### config.mk
export PLATFORM = sky130hd
export DESIGN_NAME = gen_deser_stage
export DESIGN_NICKNAME = d
export VERILOG_FILES = /design/src/rtl/gen_deser_stage.sv
export SDC_FILE = /design/constraint.sdc
export NUM_CORES = 1
export LEC_CHECK = 0
export ABC_CLOCK_PERIOD_IN_PS = 2400
export CAP_MARGIN = 25
export CORE_UTILIZATION = 52
export DETAILED_ROUTE_END_ITERATION = 10
export PLACE_DENSITY = 0.9
export SYNTH_ARGS = -nofsm -noshare
export SYNTH_HDL_FRONTEND = slang
export SYNTH_SLANG_ARGS = --single-unit
### constraint.sdc
create_clock -name clk -period 2.4 [get_ports clk]
set_input_delay 0.24 -clock clk [delete_from_list [all_inputs] [get_ports clk]]
set_output_delay 0.24 -clock clk [all_outputs]
set_load 0.03 [all_outputs]
### src/rtl/gen_deser_stage.sv
// gen_deser_stage: serial-to-parallel deserializer with a one-entry
// output register released to the inverter array over valid/ready.
module gen_deser_stage #(
    parameter int WIDTH     = 8,
    parameter bit LSB_FIRST = 1'b1
) (
    input  logic             clk,
    input  logic             rst_n,
    input  logic             ser_in,
    input  logic             ser_valid,
    output logic [WIDTH-1:0] word_out,
    output logic             word_valid,
    input  logic             word_ready,
    output logic             busy,
    output logic             overrun
);

    localparam int CW = (WIDTH > 1) ? $clog2(WIDTH) : 1;
    localparam logic [CW-1:0] LAST = CW'(WIDTH - 1);

    logic [WIDTH-1:0] sh;
    logic [WIDTH-1:0] sh_nxt;
    logic [CW-1:0]    cnt;
    logic [CW-1:0]    cnt_nxt;
    logic             done;

    // Shift direction picks which end of the word the first bit lands in.
    generate
        if (LSB_FIRST) begin : g_lsb
            assign sh_nxt = {ser_in, sh[WIDTH-1:1]};
        end else begin : g_msb
            assign sh_nxt = {sh[WIDTH-2:0], ser_in};
        end
    endgenerate

    assign done = ser_valid && (cnt == LAST);

    // Next bit count; wraps to zero on the edge that completes a word.
    always_comb begin
        cnt_nxt = cnt;
        if (ser_valid) begin
            if (cnt == LAST) begin
                cnt_nxt = '0;
            end else begin
                cnt_nxt = cnt + 1'b1;
            end
        end
    end

    // One flop per shift-chain bit so the chain scales with WIDTH.
    for (genvar i = 0; i < WIDTH; i++) begin : g_sh
        always_ff @(posedge clk) begin
            if (!rst_n) begin
                sh[i] <= 1'b0;
            end else if (ser_valid) begin
                sh[i] <= sh_nxt[i];
            end
        end
    end

    // Counter, busy flag, output register and overrun pulse.
    always_ff @(posedge clk) begin
        if (!rst_n) begin
            cnt        <= '0;
            busy       <= 1'b0;
            word_out   <= '0;
            word_valid <= 1'b0;
            overrun    <= 1'b0;
        end else begin
            cnt     <= cnt_nxt;
            busy    <= (cnt_nxt != '0);
            overrun <= 1'b0;
            if (done) begin
                if (!word_valid || word_ready) begin
                    word_out   <= sh_nxt;
                    word_valid <= 1'b1;
                end else begin
                    overrun <= 1'b1;
                end
            end else if (word_valid && word_ready) begin
                word_valid <= 1'b0;
            end
        end
    end

endmodule

==> flow_summary.json, run 1 <==
{
  "clk_latency_ns": 0.29,
  "cts_tree": "done",
  "required_ns": 2.16,
  "crit_buf_inv": 1,
  "synth-adder-area-share": 0.03040,
  "max_slew_margin": 0.6453,
  "rows": 13,
  "cts_setup_buffers": 0,
  "crit_fanout": 3,
  "core-area_mm2": 0.001383,
  "final_nets": 103,
  "overflow": 0,
  "initial_core_util": 0.5955,
  "seq_area_frac_synth": 0.5106,
  "ys_seq_elements": 21,
  "worst_hold_path_type": "flip-flop to flip-flop",
  "syn_area_per_cell_um2": 10.29,
  "grt_max_degree": 21,
  "ir_worst_vdd_v": 0.0003767,
  "synth_compound_area_frac": 0.1398,
  "period_share": 0.6528,
  "synth_area_um2": 823.3,
  "diodes": 0,
  "crit_chain": "clkdlybuf4s50_1",
  "io_buffers": 15,
  "ant_nets": 0,
  "yosysMostFrequentCell": "dfxtp_1",
  "first_iter_violations": 8,
  "slowest_delay_ns": 0.67,
  "htreeDepth": 1,
  "timing.hold.ws_ns": 0.4901,
  "via_per_inst": 5.445,
  "drv_cap": 0,
  "grt_pass1_wl_um": 2401,
  "path_class": "flip-flop to output pin",
  "synthMuxAreaShare": 0.1094,
  "critPathArrivalTime_ns": 1.33,
  "finalCriticalPeriod_ns": 1.567,
  "syn_nets": 87,
  "wl_um": 1424,
  "async_flop_share": 0,
  "synth_top_family_by_area": "simple AND/OR/NAND/NOR gates",
  "synth_xor_area_frac": 0,
  "cts_hold_buf": 0,
  "finalPower_mw": 0.5672,
  "crit_slowest_cell": "clkdlybuf4s50_1",
  "die_x_um": 41.79,
  "numCtsBuffers": 3,
  "fill_cells": 99,
  "synth.top_cells.by_area": "dfxtp_1 51%, mux2i_1 11%, nor2b_1 8.4%",
  "die_area_mm2": 0.001746,
  "fmax_mhz": 638.2,
  "rsz0062_at_grt": "no",
  "dp_hpwl_um": 1043,
  "synth_top_cell_area_share": 0.5106,
  "status": "complete, no violations",
  "synth-main-ff-cell": "dfxtp_1",
  "yosys.area.top_type": "dfxtp_1",
  "cts_root_buf": "clkbuf_4",
  "vias": 599,
  "final.setup.tns_ns": 0,
  "yosys.area_share.simple": 0.1763,
  "firstDrtPassIters": 4,
  "syn_to_final_growth_pct": 21.43,
  "chipHeight_um": 41.79,
  "p_leak_nw": 0.3809,
  "drcViolationCount": 0,
  "grt_pass1_vias": 558,
  "clock_sinks": 21,
  "postCtsResizedCells": 0,
  "clk_pin_slew_ns": 0.12,
  "drive_gt1_frac": 0.05263,
  "start_kind": "flip-flop",
  "synthCells": 80,
  "synth.distinct_cells": 17,
  "finalSetupViolCount": 0,
  "power.density_mw_per_mm2": 567.4,
  "io_pins": 16,
  "synth_common_cells": "21 x dfxtp_1, 11 x nor2b_1, 9 x a21boi_1, 9 x mux2i_1",
  "synth-edff-count": 0,
  "endpoint_kind": "output pin",
  "fin_worst_skew_ns": 0.007660,
  "cp_top_family": "buffers and inverters",
  "place.gp.congestion": 0.7456,
  "hold_violations": 0,
  "clock_path_buffers": 2,
  "synth_warnings": 0,
  "wl_per_cell_um": 12.95,
  "slew_violations": 0,
  "worstMarginPinSlew_ns": 0.5303,
  "grt_use_total": 0.1780,
  "antenna_found_initial": 0
}
==> stage by stage <==
step,utilization,cell area [um2],cells,setup WS (ns)
after floorplan,-,823.3,80,1.070
after global placement,0.7032,972.2,106,0.7438
after detailed placement,0.7032,972.2,106,0.7005
after CTS,0.7231,999.7,110,0.8212
after global routing,0.7231,999.7,110,0.7783
final,0.7231,999.7,110,0.8332
==> per-layer routing <==
layer | wire [um] | GRT usage | vias to the layer above
li1 | - | - | 306
met1 | 706 | 0.2432 | 277
met2 | 639 | 0.2781 | 12
met3 | 43 | 0.02609 | 4
met4 | 34 | 0.07742 | 0
met5 | 0 | 0 | -
==> layout by cell type, fill, tap and decap left out <==
cell and instances:
nor2b_1 11, clkbuf_4 3, clkdlybuf4s50_1 15, clkinv_2 1
o21ai_0 8, mux2i_1 9, and3_1 1, nand3_1 8
or3_1 1, dfxtp_1 21, ha_1 2, nand2_1 1
o21a_1 1, a21boi_1 9, nand2b_1 1, and2_1 1
buf_4 1, nor3b_1 1
==> where the power goes <==
group	total (mW)	switching [mW]	internal (mW)	leakage [nW]
registers	0.359	0.00374	0.355	0.170
clock network	0.165	0.103	0.0619	0.0177
logic	0.0434	0.0194	0.0240	0.193
total	0.567	0.126	0.441	0.381
==> worst paths after layout <==
path	startpoint	end	slack, ns	cells past startpoint
hold / removal	sh[5]	word_out[4]	0.49	2
hold reg to reg	sh[5]	word_out[4]	0.49	2
setup reg to reg	cnt[0]	busy	1.00	5
setup / recovery	word_valid	word_valid	0.83	1
==> final cells by class <==
type | instances | area, um2 | share of cell area
clock inverter | 1 | 5.005 | 0.005006
multi-input combinational | 54 | 375.4 | 0.3755
clock buffer | 3 | 22.52 | 0.02253
sequential | 21 | 420.4 | 0.4205
timing repair buffer | 16 | 157.7 | 0.1577
tap | 15 | 18.77 | 0.01877
==> state kept, by name, summed over array words and instances (netlist names) <==
name,count
word_out,8
sh,7
cnt,3
busy,1
overrun,1
word_valid,1
==> cells by family after synthesis <==
group | Yosys count
compound gates | 18
fa+ha+maj | 2
buf+inv | 5
flops | 21
mux | 9
simple gates | 25
(Power assumes the default switching activity.)
==> inputs of run 2 (changes only) <==
- ABC_CLOCK_PERIOD_IN_PS: 2400 -> 1300
- CORE_ASPECT_RATIO: default -> 0.75
- CORE_UTILIZATION: 52 -> 44
- PLACE_DENSITY: 0.9 -> 0.82
- clock period: 2.4 -> 1.3 ns (I/O delays scaled with it)
==> run 2 against run 1 <==
Against the previous run: the flow now finishes with violations (setup timing); wire length increased by 9.1%; die area increased by 17%; worst hold slack got worse by 0.075 ns; critical endpoint is now busy; largest cell class unchanged.
==> flow_summary.json, run 2 (synthesized netlist as in run 1, its figures left out) <==
{
  "status": "finished with violations",
  "rr_worst_depth": 5,
  "finalSetupViolCount": 1,
  "fin_worst_skew_ns": 0.001729,
  "crit_fanout": 2,
  "io_buffers": 15,
  "numCtsBuffers": 3,
  "io_pins": 16,
  "syn_to_final_growth_pct": 28.42,
  "endpoint_kind": "flip-flop",
  "core-area_mm2": 0.001740,
  "final_cell_mix": "19 x dfxtp_1, 11 x dlygate4sd2_1, 10 x nor2b_1",
  "slowest_delay_ns": 0.35,
  "fin_cells": 121,
  "cts_hold_buf": 0,
  "cp_top_family": "simple AND/OR/NAND/NOR gates",
  "wl_per_cell_um": 12.83,
  "die_x_um": 51.95,
  "first_iter_violations": 6,
  "finalPower_mw": 1.064,
  "via_per_inst": 5.240,
  "worst-path-stages": 5,
  "crit_chain": "ha_4 > ha_4 > mux2i_1 > nor2b_1 > or3_1",
  "finalCriticalPeriod_ns": 1.369,
  "multiInputGateArea_um2": 406.6,
  "drv_cap": 0,
  "clk_latency_ns": 0.30,
  "p_leak_nw": 0.4457,
  "clock_sinks": 21,
  "mostFrequentLayoutCell": "dfxtp_1",
  "fill_cells": 155,
  "hold_violations": 0,
  "rsz0062_at_grt": "yes",
  "drcViolationCount": 0,
  "cts_tree": "done",
  "clk_pin_slew_ns": 0.11,
  "power.density_mw_per_mm2": 1006,
  "regToRegStartpoint": "cnt[0]",
  "top_register": "word_out",
  "antenna_found_initial": 0,
  "reg_top3": "word_out (8), sh (7), cnt (3)",
  "crit_slowest_cell": "dfxtp_2",
  "diodes": 0,
  "slew_violations": 0,
  "final_nets": 107,
  "cts_setup_buffers": 0,
  "crit_start": "cnt[0]",
  "place.gp.congestion": 0.7124,
  "path_common_cell": "ha_4",
  "dp_cells": 117,
  "start_kind": "flip-flop",
  "ff_latch_area_um2": 422.9,
  "path_class": "flip-flop to flip-flop",
  "drive_gt1_frac": 0.1515,
  "die_area_mm2": 0.002050,
  "violations": "setup timing",
  "firstDrtPassIters": 4,
  "wl_um": 1553,
  "required_ns": 1.49,
  "clock_path_buffers": 2,
  "dp_hpwl_um": 1170,
  "initial_core_util": 0.4730,
  "grt_pass1_wl_um": 2760,
  "fmax_mhz": 730.4,
  "crit_end": "busy",
  "worstMarginPinSlew_ns": 0.3668,
  "worst_hold_path_type": "input port to flip-flop",
  "period_share": 1.053,
  "worst_slack_ns": -0.06919,
  "timing.hold.ws_ns": 0.4148,
  "reg2reg_slack_ns": -0.07,
  "grt_max_degree": 18,
  "utilization": 0.6075,
  "rr_endpoint": "busy",
  "htreeDepth": 1,
  "chipHeight_um": 39.46,
  "overflow": 0,
  "cts_root_buf": "clkbuf_4",
  "crit_buf_inv": 0,
  "placed_area_mm2": 0.001027,
  "largest_reg_flops": 8,
  "postCtsResizedCells": 13,
  "vias": 634,
  "rows": 13,
  "finalInstanceArea_mm2": 0.001057,
  "critPathArrivalTime_ns": 1.56,
  "ant_nets": 0,
  "ir_worst_vdd_v": 0.0007722,
  "grt_pass1_vias": 610,
  "max_slew_margin": 0.7555,
  "grt_use_total": 0.1942
}
run 2: worst min-delay path by stage:
stage	startpoint	end	slack [ns]	cells after the start
after floorplan	ser_in	word_out[7]	0.28	2
after CTS	ser_in	word_out[7]	0.41	3
after global routing	ser_in	word_out[7]	0.44	3
after detailed placement	sh[1]	word_out[0]	0.45	2
after global placement	sh[1]	word_out[0]	0.46	2
final	ser_in	word_out[7]	0.41	3
run 2: tightest hold or removal path: cells and delay by family:
| family | cells | cell delay (ns) |
|---|---|---|
| compound gates | 1 | 0.05 |
| buf+inv | 1 | 0.42 |
| simple gates | 1 | 0.07 |
run 2: final cells by class:
type / instances / area share
multi-input cells: 54 / 0.3846
clock buffers: 4 / 0.02485
repair buffers: 20 / 0.1645
flip-flops and latches: 21 / 0.4000
well taps: 22 / 0.02604
run 2: through the flow:
stage	TNS [ns]	worst slack [ns]
2_1_floorplan	0	0.01685
3_3_place_gp	-1.618	-0.1508
3_5_place_dp	-2.650	-0.2048
4_1_cts	-0.08459	-0.08459
5_1_grt	-0.1344	-0.1344
6_report	-0.06919	-0.06919
run 2: report_power, final:
group	switching, mW	internal (mW)	total [mW]
sequential	0.00921	0.657	0.666
combinational	0.0392	0.0498	0.0890
clock	0.189	0.120	0.308
total	0.237	0.827	1.06
run 2: layer usage:
metal  wire length, um  GRT usage  share of wire  up-vias
met1               770     0.2506           0.50      302
met2               710     0.2949           0.46       10
met5                 0          0              0        -
met3                55    0.06977          0.035        2
met4                16    0.07432          0.010        0
li1                  -          -              -      320
==> inputs of run 3 (changes only) <==
- CORE_MARGIN: default -> 2
- SLEW_MARGIN: default -> 20
==> run 3 against run 2 <==
Against the previous run: the run still ends with setup timing left; power increased by 0.40%; wire length rose by 2.2%; combinational power grew 5.3%; clock power about the same; critical path depth did not move; die area rose by 9.1%; sequential power about the same; critical endpoint unchanged; largest cell class unchanged; highest routed layer unchanged.
==> flow_summary.json, run 3 (synthesized netlist as in run 1, its figures left out) <==
{
  "slew_violations": 0,
  "grt_max_degree": 18,
  "period_share": 1.017,
  "grt_pass1_vias": 588,
  "worst_slack_ns": -0.02181,
  "p_leak_nw": 0.4589,
  "final_cell_mix": "19 x dfxtp_1, 11 x dlygate4sd2_1, 10 x nor2b_1",
  "ir_worst_vdd_v": 0.0006435,
  "crit_fanout": 2,
  "cts_hold_buf": 0,
  "htreeDepth": 1,
  "worstMarginPinSlew_ns": 0.3259,
  "io_pins": 16,
  "pre_cts_ws_ns": -0.1689,
  "violations": "setup timing",
  "initial_core_util": 0.4730,
  "crit_start": "cnt[0]",
  "regToRegStartpoint": "cnt[0]",
  "dp_cells": 117,
  "final_nets": 109,
  "firstDrtPassIters": 4,
  "vias": 623,
  "cts_root_buf": "clkbuf_4",
  "die_area_mm2": 0.002237,
  "start_kind": "flip-flop",
  "cts_tree": "done",
  "hold_path.startpoint": "ser_in",
  "io_buffers": 15,
  "diodes": 0,
  "mostFrequentLayoutCell": "dfxtp_1",
  "min_to": "word_out[7]",
  "path_class": "flip-flop to flip-flop",
  "dp_hpwl_um": 1129,
  "grt_pass1_wl_um": 2753,
  "drv_cap": 0,
  "largest_reg_flops": 8,
  "top_register": "word_out",
  "final.setup.tns_ns": -0.02181,
  "finalCriticalPeriod_ns": 1.322,
  "rr_endpoint": "busy",
  "reg2reg_slack_ns": -0.02,
  "path_common_cell": "ha_4",
  "chipHeight_um": 41.46,
  "finalSetupViolCount": 1,
  "utilization": 0.6175,
  "critPathArrivalTime_ns": 1.53,
  "first_iter_violations": 3,
  "clock_path_buffers": 2,
  "crit_buf_inv": 0,
  "worst_hold_path_type": "input port to flip-flop",
  "cp_top_family": "simple AND/OR/NAND/NOR gates",
  "clock_sinks": 21,
  "rows": 13,
  "fmax_mhz": 756.5,
  "place.gp.congestion": 0.7283,
  "reg_top3": "word_out (8), sh (7), cnt (3)",
  "via_per_inst": 5.065,
  "antenna_found_initial": 0,
  "endpoint_kind": "flip-flop",
  "fin_worst_skew_ns": 0.004164,
  "syn_to_final_growth_pct": 30.55,
  "crit_slowest_cell": "dfxtp_2",
  "clk_pin_slew_ns": 0.11,
  "hold_violations": 0,
  "wl_um": 1587,
  "rr_worst_depth": 5,
  "rsz0062_at_grt": "yes",
  "drive_gt1_frac": 0.1683,
  "fin_cells": 123,
  "hold_depth": 3,
  "numCtsBuffers": 3,
  "required_ns": 1.50,
  "power.density_mw_per_mm2": 993.5,
  "max_slew_margin": 0.7827,
  "overflow": 0,
  "drcViolationCount": 0,
  "core-area_mm2": 0.001740,
  "slowest_delay_ns": 0.35,
  "wl_per_cell_um": 12.90,
  "clk_latency_ns": 0.31,
  "crit_chain": "ha_4 > ha_4 > mux2i_1 > nor2b_1 > or3_1",
  "grt_use_total": 0.1733,
  "die_x_um": 53.95,
  "status": "finished with violations",
  "ant_nets": 0
}
run 3: cell count changes in the layout (fill, tap and decap cells not counted), sizes merged:
cell,previous run,this run
buf,5,7
run 3: how the worst max path moves through the flow:
stage | depth (start not counted) | end
final | 5 | busy
after global routing | 5 | busy
after CTS | 5 | busy
after detailed placement | 4 | busy
after global placement | 4 | busy
after floorplan | 5 | busy
run 3: area by class of cell:
cell class | instances | area (um2)
clock buffer | 4 | 26.28
fill | 152 | 665.6
multi-input combinational | 54 | 409.1
sequential | 21 | 422.9
tap | 22 | 27.53
timing repair buffer | 22 | 188.9
run 3: per-layer routing:
layer / share of wire / GRT usage / vias to the layer above
li1: - / - / 318
met1: 0.46 / 0.2288 / 290
met2: 0.48 / 0.2415 / 11
met3: 0.037 / 0.06475 / 4
met4: 0.020 / 0.09231 / 0
met5: 0 / 0 / -
run 3: metrics by stage:
stage	area, um2	total power [mW]	hold slack, ns
after detailed placement	1027	0.7679	0.4674
after CTS	1059	1.080	0.4276
after global routing	1075	1.127	0.4401
final	1075	1.068	0.4394
after global placement	1027	0.7659	0.4625
after floorplan	839.6	0.7306	0.2766
run 3: worst min-delay path, delay by kind of cell:
| kind | cells | cell delay (ns) |
|---|---|---|
| simple gates | 1 | 0.09 |
| compound gates | 1 | 0.06 |
| buf+inv | 1 | 0.43 |
run 3: report_power, final:
part | leakage (nW) | internal (mW) | switching (mW)
clock network | 0.0150 | 0.120 | 0.188
logic | 0.273 | 0.0540 | 0.0397
registers | 0.171 | 0.657 | 0.00931
total | 0.459 | 0.831 | 0.237
run 3: timing repair:
item | CTS | global route
setup endpoints to repair | 14 | 9
cloned | 0 | 0
buffers inserted | 1 | 1
resized for setup | 13 | 6
pin swaps | 1 | 3
